<file path="src/rtl/feeder_pkg.sv">
// Shared types and sizing helpers for the multi-channel pet feeder controller.
package feeder_pkg;

  typedef enum logic [2:0] {IDLE, WAIT, PEND, DISP, FAULT} feed_state_e;

  localparam int FEED_W      = 8;
  localparam int SEC_PER_MIN = 60;
  localparam int MIN_CNT_W   = $clog2(SEC_PER_MIN);

  // Counter/index width that never collapses to zero bits.
  function automatic int bits_for(input int n);
    return (n > 1) ? $clog2(n) : 1;
  endfunction

endpackage

</file>
<file path="src/rtl/feeder_chan.sv">
// One feeding channel: interval store, minute countdown, dispense FSM,
// dispense timeout and saturating feed counter.
module feeder_chan
  import feeder_pkg::*;
#(
  parameter int MIN_W  = 8,
  parameter int TO_SEC = 30
) (
  input  logic              clk_i,
  input  logic              rst_ni,
  input  logic              enable_i,
  input  logic              sensor_i,
  input  logic              set_we_i,
  input  logic [MIN_W-1:0]  set_min_i,
  input  logic              clr_fault_i,
  input  logic              sec_tick_i,
  input  logic              min_tick_i,
  input  logic              grant_i,
  output logic              pend_o,
  output logic              motor_o,
  output logic              fault_o,
  output logic [MIN_W-1:0]  remain_o,
  output logic [FEED_W-1:0] feed_cnt_o
);

  localparam int TO_W = bits_for(TO_SEC);

  feed_state_e       state_q, state_d;
  logic [MIN_W-1:0]  remain_q, remain_d;
  logic [MIN_W-1:0]  interval_q, interval_d;
  logic [TO_W-1:0]   to_cnt_q, to_cnt_d;
  logic [FEED_W-1:0] feed_q, feed_d;

  always_ff @(posedge clk_i) begin
    if (!rst_ni) begin
      state_q    <= IDLE;
      remain_q   <= '0;
      interval_q <= MIN_W'(1);
      to_cnt_q   <= '0;
      feed_q     <= '0;
    end else begin
      state_q    <= state_d;
      remain_q   <= remain_d;
      interval_q <= interval_d;
      to_cnt_q   <= to_cnt_d;
      feed_q     <= feed_d;
    end
  end

  always_comb begin
    state_d    = state_q;
    remain_d   = remain_q;
    interval_d = interval_q;
    to_cnt_d   = to_cnt_q;
    feed_d     = feed_q;
    // A zero interval would never expire, so it is promoted to one minute.
    if (set_we_i) interval_d = (set_min_i == '0) ? MIN_W'(1) : set_min_i;
    if (!enable_i && state_q != FAULT) begin
      state_d  = IDLE;
      remain_d = '0;
    end else begin
      unique case (state_q)
        IDLE: begin
          remain_d = interval_q;
          state_d  = WAIT;
        end
        WAIT: if (min_tick_i) begin
          if (remain_q <= MIN_W'(1)) begin
            remain_d = '0;
            state_d  = PEND;
          end else begin
            remain_d = remain_q - MIN_W'(1);
          end
        end
        PEND: begin
          // Bowl already full: skip this feed and start the next interval.
          if (sensor_i) begin
            remain_d = interval_q;
            state_d  = WAIT;
          end else if (grant_i) begin
            to_cnt_d = '0;
            state_d  = DISP;
          end
        end
        DISP: begin
          if (sensor_i) begin
            feed_d   = (feed_q == '1) ? feed_q : feed_q + FEED_W'(1);
            remain_d = interval_q;
            state_d  = WAIT;
          end else if (sec_tick_i) begin
            if (to_cnt_q == TO_W'(TO_SEC - 1)) state_d = FAULT;
            else to_cnt_d = to_cnt_q + TO_W'(1);
          end
        end
        FAULT: if (clr_fault_i) state_d = IDLE;
        default: state_d = IDLE;
      endcase
    end
  end

  assign pend_o     = (state_q == PEND);
  assign motor_o    = (state_q == DISP);
  assign fault_o    = (state_q == FAULT);
  assign remain_o   = remain_q;
  assign feed_cnt_o = feed_q;

endmodule

</file>
<file path="src/rtl/multi_feeder_ctrl.sv">
// Multi-channel feeder: shared second/minute prescaler, single-motor arbiter
// and remaining-time view mux around NCH feeder_chan instances.
module multi_feeder_ctrl
  import feeder_pkg::*;
#(
  parameter int NCH        = 2,
  parameter int MIN_W      = 8,
  parameter int SEC_CYCLES = 50_000_000,
  parameter int TO_SEC     = 30
) (
  input  logic                     clk,
  input  logic                     reset,
  input  logic [NCH-1:0]           enable,
  input  logic [NCH-1:0]           sensor,
  input  logic                     set_valid,
  input  logic [bits_for(NCH)-1:0] set_ch,
  input  logic [MIN_W-1:0]         set_min,
  input  logic [NCH-1:0]           clr_fault,
  input  logic [bits_for(NCH)-1:0] view_ch,
  output logic [NCH-1:0]           motor,
  output logic [NCH-1:0]           fault,
  output logic [MIN_W-1:0]         remain_min,
  output logic [FEED_W*NCH-1:0]    feed_cnt
);

  localparam int CH_W  = bits_for(NCH);
  localparam int SEC_W = bits_for(SEC_CYCLES);

  logic [SEC_W-1:0]     sec_cnt_q, sec_cnt_d;
  logic [MIN_CNT_W-1:0] min_cnt_q, min_cnt_d;
  logic                 sec_tick, min_tick;
  logic [NCH-1:0]       pend, grant;
  logic [MIN_W-1:0]     remain [NCH];

  assign sec_tick = (sec_cnt_q == SEC_W'(SEC_CYCLES - 1));
  assign min_tick = sec_tick && (min_cnt_q == MIN_CNT_W'(SEC_PER_MIN - 1));

  always_ff @(posedge clk) begin
    if (!reset) begin
      sec_cnt_q <= '0;
      min_cnt_q <= '0;
    end else begin
      sec_cnt_q <= sec_cnt_d;
      min_cnt_q <= min_cnt_d;
    end
  end

  always_comb begin
    sec_cnt_d = sec_tick ? '0 : sec_cnt_q + SEC_W'(1);
    min_cnt_d = min_cnt_q;
    if (sec_tick) min_cnt_d = min_tick ? '0 : min_cnt_q + MIN_CNT_W'(1);
  end

  // Lowest pending channel wins, and only while the motor bus is free.
  assign grant = (|motor) ? '0 : (pend & (~pend + NCH'(1)));

  for (genvar g = 0; g < NCH; g++) begin : g_chan
    feeder_chan #(
      .MIN_W  (MIN_W),
      .TO_SEC (TO_SEC)
    ) u_chan (
      .clk_i       (clk),
      .rst_ni      (reset),
      .enable_i    (enable[g]),
      .sensor_i    (sensor[g]),
      .set_we_i    (set_valid && (set_ch == CH_W'(g))),
      .set_min_i   (set_min),
      .clr_fault_i (clr_fault[g]),
      .sec_tick_i  (sec_tick),
      .min_tick_i  (min_tick),
      .grant_i     (grant[g]),
      .pend_o      (pend[g]),
      .motor_o     (motor[g]),
      .fault_o     (fault[g]),
      .remain_o    (remain[g]),
      .feed_cnt_o  (feed_cnt[FEED_W*g +: FEED_W])
    );
  end

  always_comb begin
    remain_min = '0;
    for (int i = 0; i < NCH; i++)
      if (view_ch == CH_W'(i)) remain_min = remain[i];
  end

endmodule

</file>
<file path="config.mk">
export PLATFORM = sky130hd
export DESIGN_NAME = multi_feeder_ctrl
export DESIGN_NICKNAME = d
export VERILOG_FILES = /design/src/rtl/feeder_pkg.sv /design/src/rtl/feeder_chan.sv /design/src/rtl/multi_feeder_ctrl.sv
export SDC_FILE = /design/constraint.sdc
export NUM_CORES = 1
export LEC_CHECK = 0
export BUFFER_PORTS_ARGS = -buffer_cell sky130_fd_sc_hd__clkbuf_2
export CORE_ASPECT_RATIO = 2
export CORE_MARGIN = 8
export CORE_UTILIZATION = 45
export DETAILED_ROUTE_END_ITERATION = 10
export PLACE_DENSITY_LB_ADDON = 0.1
export SLEW_MARGIN = 25
export SYNTH_ARGS = -nofsm -noshare
export SYNTH_HDL_FRONTEND = slang
export SYNTH_SLANG_ARGS = --single-unit
</file>
<file path="constraint.sdc">
create_clock -name clk -period 3.2 [get_ports clk]
set_input_delay 0.16 -clock clk [delete_from_list [all_inputs] [get_ports clk]]
set_output_delay 0.16 -clock clk [all_outputs]
set_load 0.02 [all_outputs]
</file>
Word level (Yosys, flattened, before mapping)

Cells that the tools add are included.

$add $sub $neg: 9
Eq/ne operators: 40
Magnitude comparators: 2
Muxes and demuxes: 42
Reductions and logical operators: 28
Bitwise gates (word level): 8

Operator list:

| kind                                                                    | number |
|---|---|
| 8-bit two-way mux                                                       | 8 |
| 5-bit two-way mux                                                       | 10 |
| 3-bit two-way mux                                                       | 16 |
| 8-bit one-hot mux with 3 select lines                                   | 2 |
| 3-bit one-hot mux with 5 select lines                                   | 2 |
| 2-bit inequality test, second input constant                            | 14 |
| 26-bit by 1-bit adder with 26-bit output, second input constant         | 1 |
| 26-bit equality test, second input constant                             | 1 |
| 3-bit inequality test, second input constant                            | 8 |
| 5-bit one-hot mux with 2 select lines                                   | 2 |
| 8-bit by 1-bit adder with 8-bit output, second input constant           | 2 |
| 8-bit equality test, second input constant                              | 2 |
| 8-bit by 1-bit <= comparator with 1-bit output, second input constant   | 2 |
| 8-bit by 1-bit subtractor with 8-bit output, second input constant      | 2 |
| 7-bit AND reduction                                                     | 2 |
| 3-bit by 2-bit equality test with 1-bit output, second input constant   | 4 |
| 6-bit AND reduction                                                     | 2 |
| 2-bit OR reduction                                                      | 6 |
| 5-bit by 1-bit adder with 5-bit output, second input constant           | 2 |
| 5-bit equality test, second input constant                              | 2 |
| 8-bit logical NOT                                                       | 1 |
| 2-bit by 1-bit inequality test with 1-bit output, second input constant | 4 |
| 4-bit AND reduction                                                     | 2 |
| 6-bit by 1-bit adder with 6-bit output, second input constant           | 1 |
| 15 further kinds                                                        | 31 |

Flip-flop bits (word level): 96
Output and inout bits: 28
Logic and storage cells: 141
Input bits: 19

Longest topological paths before layout

Depth after elaboration: 8
Depth in mapped cells: 8
Depth with buffers taken out: 7

Modules after synthesis

From an unflattened synthesis, not the netlist that was laid out.

Cell total of the unflattened synthesis: 641
Area, all modules: 5600.4 µm²

By module, submodules not included:

| module            | cells each | seq. area each (µm²) | area an instance (µm²) | times used |
|---|---|---|---|---|
| feeder_chan       | 224        | 640.6                | 1931.9                 | 2 |
| multi_feeder_ctrl | 193        | 640.6                | 1736.7                 | 1 |

Worst setup path after synthesis

OpenSTA, ideal clock, no wires.

Path type: reg-to-reg
From: register sec_cnt_q[0]
To: register g_chan[1].u_chan.to_cnt_q[3]
Required time: 3.129 ns
Setup time: 0.071 ns
Cell stages (with the launch flop): 7
Path buffers: 0
Arrival time: 2.213 ns
Slack: 0.917 ns
Period minus slack after synthesis: 2.283 ns
Cells stage by stage: dfxtp_1 ha_1 nand4_1 nor3_1 a21oi_1 or4_1 a21oi_1

Word-level cells in the longest chain between the ends: 3

Ends and longest elaborated chain:

| item                            | line                    | text |
|---|---|---|
| start, declared                 | multi_feeder_ctrl.sv:29 | `logic [SEC_W-1:0] sec_cnt_q, sec_cnt_d;` |
| start signal, assigned          | multi_feeder_ctrl.sv:43 | `sec_cnt_q <= sec_cnt_d;` |
| 26-bit equality test            | multi_feeder_ctrl.sv:35 | `assign sec_tick = (sec_cnt_q == SEC_W'(SEC_CYCLES - 1));` |
| 2-bit inequality test (no line) | -                       |  |
| 7-bit AND reduction (no line)   | -                       |  |
| end signal, assigned            | feeder_chan.sv:45       | `to_cnt_q <= to_cnt_d;` |
| end, declared                   | feeder_chan.sv:31       | `logic [TO_W-1:0] to_cnt_q, to_cnt_d;` |

Every way passes these cells.
A chain may end at the register's enable or synchronous reset.

Final worst setup path

From: register sec_cnt_q[0]
To: register g_chan[0].u_chan.state_q[1]

Word-level cells in the longest chain between the ends: 4
Elaborated cells between the ends (all ways): 5
Classes of those cells: eq/ne: 3; reduce/logical: 2

Ends and longest elaborated chain:

| item                              | line                    | text |
|---|---|---|
| 26-bit equality test (*)          | multi_feeder_ctrl.sv:35 |  |
| 1-bit logical AND                 | multi_feeder_ctrl.sv:36 | `assign min_tick = sec_tick && (min_cnt_q == MIN_CNT_W'(SEC_PER_MIN - 1));` |
| 2-bit inequality test (no line)   | -                       |  |
| 6-bit AND reduction (no line) (*) | -                       |  |
| end signal, assigned              | feeder_chan.sv:42       | `state_q <= state_d;` |
| end, declared                     | feeder_chan.sv:28       | `feed_state_e state_q, state_d;` |

Every way passes the cells marked *; elsewhere a longest branch is shown, timed or not.

==> results.cfg <==
[status]
status = completed

[global_routing]
antenna_found_initial = 0
grt_usage = 0.1789
grt_max_degree = 34
grt_pass1_vias = 4608
grt_overflow = 0
grt_first_pass_wirelength_mm = 21.54

[clock_network]
cts-root-buf = clkbuf_16
cts_sinks = 96
ctsHoldBuffers = 0
clk_pin_slew_ns = 0.07
cts-htree-levels = 3
post_cts_buffers = 0
cts_made_buffers = 9
clockBufferDepth = 2
clk_latency_ns = 0.35
cts_resized = 0
cts_tree = done

[power]
power_density_nw_per_um2 = 460.5
power_uw = 2601
worst_ir_drop_vdd_mv = 0.2784
p_leak_uw = 0.002149

[placed_design]
dp_hpwl_mm = 10.23
port_buffers = 46
post_dp_cell_area_sq_um = 5361
gp_congestion = 0.8637

[sta]
fmax_mhz = 379.1
rsz0062_at_grt = false
period_needed_ns = 2.638
timing.final.crit_share = 0.8243
final.setup_skew_ns = 0.007899
maxSlewViolCount = 0
slew_headroom = 0.4611
totalNegativeSetupSlack_ns = 0
setup_viol = 0
holdWs_ns = 0.06591
worst_pin_slew_ns = 0.8022
hold_viol_final = 0

[logic_synthesis]
async_flop_share = 0
synth_edf_count = 0
synth_top_family_by_area = simple AND/OR/NAND/NOR gates
synth-compound-area-share = 0.1513
muxShareOfSynthArea = 0.02787
synth_xor_area_frac = 0.08186
synth-simple-area-share = 0.2864
ys_types = 57
synth_fp_nets = 647
synth_cells = 616
ys_seq_area_frac = 0.3822
yosys_register_bits = 96
synth-adder-area-share = 0.02986
synth_flop_cell = dfxtp_1
ys_warn_count = 0
synthesis.area_sq_um = 5029
synth_area_per_cell_sq_um = 8.163

[die]
ios = 47
die_w_um = 90.75
die-area_sq_um = 15020
core_sq_um = 10880
start_util = 0.4623
die_h_um = 165.5
num_rows = 54

[route]
wl_per_cell_um = 16.54
wl_mm = 13.15
drc_errors = 0
vias = 4545
drt_iter0_markers = 189
ant_nets = 0
drt_first_pass_iters = 7
via_per_inst = 5.717

[cells_and_area]
n_antenna_cell = 0
nNetsFinal = 681
design_area_sq_um = 5647
drive_gt1_frac = 0.1359
final_core_util = 0.5191
syn2layout_area_growth_pct = 12.29

[worst_setup_path]
crit_chain = ha_1 -> nand4_1 -> nor4_2 -> a21oi_2 -> or4_1 -> a211oi_1
cp.required_ns = 3.46
critPathKind = flip-flop to flip-flop
crit_arrival_ns = 2.90
max_stage_delay_ns = 0.64
worstPathMaxFanout = 8
start_kind = flip-flop
crit_slowest_cell = nor4_2
end_kind = flip-flop

[worst_hold_path]
worst_hold_path_type = input port to flip-flop

[run]
maxCapViolCount = 0
-- cell families (layout without fill, tap and decap cells) --
family,after synthesis,after routing
adders and majority gates,12,12
AOI/OAI and AO/OA,119,119
buffers and inverters,48,87
xor gates and xnor gates,47,47
and+or+nand+nor,281,281
DFF,96,96
muxes,13,13
-- worst max-delay path: cells and delay by family, from the launching register on --
| kind | cells | cell delay [ns] |
|---|---|---|
| AND/OR/NAND/NOR | 3 | 1.49 |
| AO/OA/AOI/OAI | 2 | 0.45 |
| flip-flops | 1 | 0.38 |
| adder cells (fa/ha/maj) | 1 | 0.23 |
-- registers in the layout, indices dropped and copies added (netlist names) --
| register | flops |
|---|---|
| g_chan.u_chan.feed_cnt_o | 16 |
| g_chan.u_chan.remain_o | 16 |
| g_chan.u_chan.interval_q | 16 |
| g_chan.u_chan.state_q | 6 |
| min_cnt_q | 6 |
| g_chan.u_chan.to_cnt_q | 10 |
| sec_cnt_q | 26 |
-- final timing paths --
path                                         end  cells past startpoint  slack, ns                           start
setup / recovery     g_chan[0].u_chan.state_q[1]                      6       0.56                    sec_cnt_q[0]
hold / removal    g_chan[0].u_chan.interval_q[4]                      3       0.07                      set_min[4]
setup reg to reg     g_chan[0].u_chan.state_q[1]                      6       0.56                    sec_cnt_q[0]
hold reg to reg   g_chan[1].u_chan.interval_q[6]                      2       0.46  g_chan[1].u_chan.interval_q[6]
-- routing by layer --
layer,vias up,track usage,wire length (um)
met3,38,0.03803,570
met2,110,0.3466,7182
met4,0,0.1144,567
li1,2287,-,-
met1,2110,0.1641,4830
met5,-,0,0
-- cell type report --
class / instances / area (sq um)
Inverter: 15 / 56.30
Clock inverter: 7 / 60.06
Sequential cell: 96 / 1922
Clock buffer: 9 / 225.2
Fill cell: 1065 / 5231
Multi-Input combinational cell: 472 / 2903
Tap cell: 140 / 175.2
Timing Repair Buffer: 56 / 305.3
-- per-stage QoR --
stage | cells | setup WS (ns)
floorplan | 616 | 0.9167
global placement | 779 | 0.6619
detailed placement | 779 | 0.5877
CTS | 795 | 0.5557
global route | 795 | 0.3325
finish | 795 | 0.5623
-- cells in the mapped netlist (all sizes together) (3+ instances only) --
master | count | area [sq um]
inv | 14 | 52.55
or4 | 6 | 45.04
mux2i | 5 | 50.05
and3 | 10 | 62.56
a311oi | 5 | 43.79
a21o | 3 | 22.52
nor2 | 70 | 262.8
o31ai | 7 | 52.55
nor3 | 23 | 115.1
nor2b | 5 | 31.28
mux2 | 8 | 90.09
ha | 12 | 150.1
a211oi | 6 | 45.04
nand3 | 36 | 180.2
or3b | 3 | 26.28
o21ai | 20 | 100.1
nand3b | 5 | 37.54
dfxtp | 96 | 1922
clkbuf | 23 | 86.33
nor4 | 9 | 77.57
xnor2 | 16 | 140.1
and2 | 4 | 25.02
nor3b | 7 | 52.55
xor2 | 31 | 271.5
a22oi | 3 | 22.52
a21oi | 49 | 249.0
nand2 | 57 | 214.0
a31oi | 4 | 25.02
or3 | 9 | 56.30
nand4 | 21 | 131.4
a2111oi | 8 | 70.07
nand2b | 8 | 50.05
buf | 10 | 61.31
-- cell usage in the layout (no fill, tap or decap), types with 10 or more instances in the layout --
| cell | n |
|---|---|
| nand2_1 | 57 |
| buf_4 | 10 |
| dfxtp_1 | 96 |
| nand3_1 | 36 |
| o21ai_0 | 20 |
| nor3_1 | 23 |
| nand4_1 | 21 |
| and3_1 | 10 |
| ha_1 | 12 |
| a21oi_1 | 48 |
| xnor2_1 | 16 |
| inv_1 | 14 |
| clkbuf_2 | 46 |
| nor2_1 | 70 |
| xor2_1 | 31 |
-- report_power, final --
group | leakage, uW | switching [uW] | internal (uW) | total, uW
Combinational | 0.00123 | 173 | 122 | 295
Sequential | 0.000778 | 40.8 | 1220 | 1260
Clock | 0.000143 | 498 | 544 | 1040
Total | 0.00215 | 712 | 1890 | 2600
(Power assumes the default switching activity.)
